File: src/rtl/add_pkg.sv
// add_pkg: shared definitions for the add/parity pipeline.
//   add_mode_t : operation select carried on the 2-bit mode port
//   DEPTH_MIN  : smallest supported pipeline depth
//   DEPTH_MAX  : largest supported pipeline depth
package add_pkg;

  // Operation select. The reserved code behaves exactly like ADD_WRAP.
  typedef enum logic [1:0] {
    ADD_WRAP = 2'b00,
    ADD_SAT  = 2'b01,
    ADD_ACC  = 2'b10,
    ADD_RSVD = 2'b11
  } add_mode_t;

  localparam int DEPTH_MIN = 1;
  localparam int DEPTH_MAX = 4;

endpackage

File: src/rtl/pipe_stage.sv
// pipe_stage: one valid-tagged register slice of an elastic pipeline.
//   clk, rst : clock, asynchronous active-high reset
//   i_valid  : upstream offers a payload
//   o_ready  : this slice can take the upstream payload this cycle
//   i_data   : upstream payload
//   o_valid  : this slice holds a payload
//   i_ready  : downstream takes the held payload this cycle
//   o_data   : held payload
module pipe_stage #(
  parameter int W = 9
) (
  input  logic         clk,
  input  logic         rst,
  input  logic         i_valid,
  output logic         o_ready,
  input  logic [W-1:0] i_data,
  output logic         o_valid,
  input  logic         i_ready,
  output logic [W-1:0] o_data
);

  logic         r_valid;
  logic [W-1:0] r_data;
  logic         w_load;

  // The slice can take new data when empty or when its payload leaves this cycle.
  assign o_ready = ~r_valid | i_ready;
  assign w_load  = i_valid & o_ready;

  // Whenever the slice is free to change, its valid simply follows the upstream
  // offer, so an advancing payload with nothing behind it leaves the slice empty.
  // Data only changes on an actual load, which keeps it frozen while stalled.
  always_ff @(posedge clk or posedge rst) begin
    if (rst) begin
      r_valid <= 1'b0;
      r_data  <= '0;
    end else begin
      if (o_ready) begin
        r_valid <= i_valid;
      end
      if (w_load) begin
        r_data <= i_data;
      end
    end
  end

  assign o_valid = r_valid;
  assign o_data  = r_data;

endmodule

File: src/rtl/add_parity_pipe.sv
// add_parity_pipe: elastic adder pipeline with wrap / saturate / accumulate
// modes, carry-out and parity of the delivered result.
//   clk, rst   : clock, asynchronous active-high reset
//   in_valid   : operand beat offered
//   in_ready   : beat accepted this cycle when in_valid is also high
//   a, b       : operands (b unused in accumulate mode)
//   mode       : 00 wrap, 01 saturate, 10 accumulate, 11 behaves as wrap
//   acc_clr    : on an accepted beat, zero the accumulator before the add
//   out_valid  : result beat present
//   out_ready  : consumer takes the result this cycle
//   sum        : result (0 when no result is present)
//   carry      : carry-out of the unsaturated add (0 when no result)
//   parity     : XOR of all bits of sum
module add_parity_pipe
  import add_pkg::*;
#(
  parameter int WIDTH = 8,
  parameter int DEPTH = 2
) (
  input  logic             clk,
  input  logic             rst,
  input  logic             in_valid,
  output logic             in_ready,
  input  logic [WIDTH-1:0] a,
  input  logic [WIDTH-1:0] b,
  input  logic [1:0]       mode,
  input  logic             acc_clr,
  output logic             out_valid,
  input  logic             out_ready,
  output logic [WIDTH-1:0] sum,
  output logic             carry,
  output logic             parity
);

  // Depth is held inside the supported range so an out-of-range override
  // still elaborates into a working pipeline.
  localparam int STAGES = (DEPTH < DEPTH_MIN) ? DEPTH_MIN :
                          (DEPTH > DEPTH_MAX) ? DEPTH_MAX : DEPTH;
  localparam int PW     = WIDTH + 1;

  add_mode_t        w_mode;
  logic [WIDTH-1:0] w_opA;
  logic [WIDTH-1:0] w_opB;
  logic [WIDTH:0]   w_full;
  logic [WIDTH-1:0] w_result;
  logic [PW-1:0]    w_headData;
  logic             w_headReady;
  logic             w_accept;
  logic             w_tailValid;
  logic [PW-1:0]    w_tailData;
  logic [WIDTH-1:0] r_acc;

  assign w_mode = add_mode_t'(mode);

  // Operand selection: accumulate mode adds a to the running total (or to zero
  // when acc_clr asks for a fresh start); every other mode adds a and b.
  always_comb begin
    w_opA = a;
    w_opB = b;
    if (w_mode == ADD_ACC) begin
      w_opA = acc_clr ? '0 : r_acc;
      w_opB = a;
    end
  end

  // The add is done one bit wider so the top bit is the carry in every mode.
  assign w_full     = {1'b0, w_opA} + {1'b0, w_opB};
  assign w_result   = (w_mode == ADD_SAT && w_full[WIDTH]) ? '1 : w_full[WIDTH-1:0];
  assign w_headData = {w_full[WIDTH], w_result};

  assign in_ready = w_headReady & ~rst;
  assign w_accept = in_valid & in_ready;

  // Accumulator tracks the wrapped sum of accepted accumulate beats; a cleared
  // non-accumulate beat still zeroes it, any other beat leaves it alone.
  always_ff @(posedge clk or posedge rst) begin
    if (rst) begin
      r_acc <= '0;
    end else if (w_accept) begin
      if (w_mode == ADD_ACC) begin
        r_acc <= w_full[WIDTH-1:0];
      end else if (acc_clr) begin
        r_acc <= '0;
      end
    end
  end

  // Chain of slices. Each slice keeps its own handshake wires so the ready
  // path, which runs back from the output to the input, stays a plain chain.
  for (genvar g = 0; g < STAGES; g++) begin : g_stage
    logic          w_vIn;
    logic [PW-1:0] w_dIn;
    logic          w_rdyDn;
    logic          w_vld;
    logic          w_rdy;
    logic [PW-1:0] w_dat;

    if (g == 0) begin : g_head
      assign w_vIn = in_valid;
      assign w_dIn = w_headData;
    end else begin : g_link
      assign w_vIn = g_stage[g-1].w_vld;
      assign w_dIn = g_stage[g-1].w_dat;
    end

    if (g == STAGES - 1) begin : g_tail
      assign w_rdyDn = out_ready;
    end else begin : g_mid
      assign w_rdyDn = g_stage[g+1].w_rdy;
    end

    pipe_stage #(
      .W (PW)
    ) u_stage (
      .clk     (clk),
      .rst     (rst),
      .i_valid (w_vIn),
      .o_ready (w_rdy),
      .i_data  (w_dIn),
      .o_valid (w_vld),
      .i_ready (w_rdyDn),
      .o_data  (w_dat)
    );
  end

  assign w_headReady = g_stage[0].w_rdy;
  assign w_tailValid = g_stage[STAGES-1].w_vld;
  assign w_tailData  = g_stage[STAGES-1].w_dat;

  // Result fields are forced to zero whenever no beat is presented, and parity
  // is taken from the delivered (already saturated) sum.
  assign out_valid = w_tailValid;
  assign sum       = w_tailValid ? w_tailData[WIDTH-1:0] : '0;
  assign carry     = w_tailValid & w_tailData[WIDTH];
  assign parity    = ^sum;

endmodule
File: config.mk
export PLATFORM = sky130hd
export DESIGN_NAME = add_parity_pipe
export DESIGN_NICKNAME = d
export VERILOG_FILES = /design/src/rtl/add_pkg.sv /design/src/rtl/pipe_stage.sv /design/src/rtl/add_parity_pipe.sv
export SDC_FILE = /design/constraint.sdc
export NUM_CORES = 1
export LEC_CHECK = 0
export BUFFER_PORTS_ARGS = -buffer_cell sky130_fd_sc_hd__buf_2
export CAP_MARGIN = 20
export CORE_ASPECT_RATIO = 1.4
export CORE_MARGIN = 1
export CORE_UTILIZATION = 50
export DETAILED_ROUTE_END_ITERATION = 8
export PLACE_DENSITY = 0.74
export SLEW_MARGIN = 10
export SYNTH_ARGS = -nofsm -noshare
export SYNTH_HDL_FRONTEND = slang
export SYNTH_SLANG_ARGS = --single-unit
File: constraint.sdc
create_clock -name clk -period 2.6 [get_ports clk]
set_input_delay 0.65 -clock clk [delete_from_list [all_inputs] [get_ports clk]]
set_output_delay 0.65 -clock clk [all_outputs]
set_load 0.02 [all_outputs]
==> reports/qor.yml <==
synth_top_family_by_area: "compound AO/OA/AOI/OAI gates"
regArea_um2: 701
grt_usage_pct: 20.2
dr.pass1.iters: 4
synth_area_leaders: "dfrtp_1, mux2_2, ha_1"
cts_buffers: 3
clockRootBuffer: "clkbuf_8"
totalWireLength_um: 3430
clock.fmax_ghz: 0.396
status: "completed"
gp_congestion: 0.809
synthSimpleGateAreaFrac_pct: 14.7
arrival_ps: 2680
top_level_ports: 35
async_flop_share_pct: 100
clk_latency_ps: 270
antenna_found_initial: 0
relSlewSlack_pct: 72.5
drcViolationCount: 0
multi_input_area_mm2: 0.00105
power_switching_mw: 0.567
ant_nets: 0
pre_cts_slack_ps: -225
yosysMostFrequentCell: "dfrtp_1"
antennaDiodeCount: 0
powerDensity_mw_per_mm2: 743
grt_pass1_vias: 1404
ys_seq_area_share_pct: 40.2
grt_max_degree: 30
dieArea_mm2: 0.00373
synthMuxAreaShare_pct: 11.0
cts.clk_slew.worst_paths_ps: 90
start_util_pct: 52.1
synth.avg_cell_area_um2: 10.2
slowest_stage: "fa_2"
worst_setup_path_end_kind: "register"
intPower_mw: 1.06
crit_fanout: 7
netlist_top_cells_count: "dfrtp_1, nand2_1, mux2_2, and2_1, o21ai_0"
synthCells: 171
critPathLaunchType: "primary input"
drv_slew: 0
setup_ws_ps: 74.1
drtIter0Drc: 28
die_w_um: 51.9
crit_path_cell_trace: "buf_6 > nand2b_4 > mux2_4 > ha_4 > fa_2 > a211oi_4 > nor2_2 > a41oi_2 > o21ai_4 > o22a_1"
wl_per_cell_um: 13.0
dpl.hpwl_um: 2850
pwr-share-clk_pct: 15.9
drive_above_1_share_pct: 39.0
rows: 25
maxCapViolCount: 0
synth_fp_nets: 203
cp_data_required_time_ps: 2750
cts.sinks: 28
cts_buffer_depth: 2
synthFlopType: "dfrtp_1"
max_slew.worst_pin.slew_ps: 408
die_h_um: 71.9
setup_violations: 0
yosysTopAreaCell: "dfrtp_1"
hold_violations: 0
fin_total_pwr_mw: 1.63
netlist_area_mm2: 0.00174
crit_path_max_incr_delay_ps: 380
synth_seq_cells: 28
cts_tree: "built"
grt-ovfl-total: 0
area_growth_pct: 25.7
synth_cell_types: 36
pwr-share-seq_pct: 38.2
synth_top_area_share_pct: 40.2
port_buffers: 34
final_util_pct: 65.5
core_area_mm2: 0.00335
synthAdderAreaFrac_pct: 6.89
fin_tns_setup_ps: 0
fillCellCount: 279
combPwrFrac_pct: 45.9
swShare_pct: 34.9
crit_type: "primary input to register"
rsz0062_at_grt: "no"
vias: 1432
fin_crit_ps: 2530
grt_pass1_wl_um: 5780
yosysWarnings: 0
synth_enable_flop_cells: 0
power_leakage_nw: 0.994
holdBufCountCts: 0
skew_ps: 9.25
hp-class: "primary input to asynchronous set/reset pin"
vdd_drop_max_uv: 778
cts_max_level: 1
fin_crit_sh_pct: 97.2
via_per_inst: 5.44
final_nets: 256
synth-compound-area-share_pct: 19.5
synth_xor_area_share_pct: 5.53
layout make-up:
type                       count  area share, %
multi-input combinational    134           47.8
clock buffer                   4           2.51
inverter                       3          0.514
timing repair buffer          54           14.9
sequential                    28           32.0
tap                           40           2.28
stage by stage:
step           area, um^2  hold slack, ps  instances
6_report             2190             469        263
5_1_grt              2190             519        263
4_1_cts              2160             485        261
3_5_place_dp         2100             474        257
3_3_place_gp         2100             465        257
2_1_floorplan        1790             456        171
worst paths after layout:
kind | from | to | slack (ps) | depth (start not counted)
min in group clk | g_stage[0].u_stage.o_valid | g_stage[1].u_stage.o_valid | 490 | 1
setup reg to reg | r_acc[0] | g_stage[0].u_stage.o_data[1] | 430 | 9
setup / recovery | mode[0] | g_stage[0].u_stage.o_data[1] | 70 | 10
hold reg to reg | g_stage[0].u_stage.o_valid | g_stage[1].u_stage.o_valid | 490 | 1
max in group asynchronous | rst | r_acc[2] | 1860 | 3
hold / removal | rst | r_acc[7] | 470 | 3
sequential cells by signal (all words and copies together) (netlist names):
| signal | cells |
|---|---|
| g_stage.u_stage.o_data | 18 |
| r_acc | 8 |
| g_stage.u_stage.o_valid | 2 |
power by group through the flow:
| stage | registers [mW] | logic (mW) | clock network (mW) |
|---|---|---|---|
| floorplan | 0.606 | 0.562 | 0 |
| global placement | 0.622 | 0.723 | 0 |
| detailed placement | 0.629 | 0.743 | 0 |
| CTS | 0.622 | 0.743 | 0.264 |
| global route | 0.633 | 0.816 | 0.286 |
| finish | 0.621 | 0.747 | 0.259 |
worst max-delay path: cells and delay by family:
kind,cells,cell delay (ps)
compound gates,4,810
fa+ha+maj,2,550
buf+inv,1,90
mux,1,320
simple gates,2,240
kinds of logic (layout without fill, tap and decap cells):
logic type,after synthesis,after routing
buffers and inverters,9,61
xor gates and xnor gates,11,11
and+or+nand+nor,50,50
muxes,17,17
DFF,28,28
adders and majority gates,9,9
AOI/OAI and AO/OA,47,47
repair_timing:
item | 4_1_cts | 5_1_grt
setup buffers | 0 | 2
endpoints found under the setup margin | 0 | 10
resized for setup | 0 | 4
routing by layer:
layer	GRT usage (%)	up-vias	share of wire [%]
li1	-	715	-
met5	0	-	0
met4	8.11	0	1.3
met2	37.7	25	55
met1	23.0	688	42
met3	1.27	4	1.6
layout by cell type, fill, tap and decap left out, drive strengths merged:
master,instances
a41oi,1
nor2b,1
nand2b,5
a21o,2
a21oi,9
clkinv,1
dfrtp,28
nor3b,1
xor2,3
o22a,7
nand2,24
clkbuf,4
o211ai,1
inv,2
o21bai,1
and2,12
a211oi,3
a22o,7
fa,1
nand3,1
nor2,5
buf,54
mux2,17
o21a,1
ha,8
o221ai,1
xnor2,8
o21ai,14
nand3b,1
Note: power is estimated with default switching activity, not from simulation.
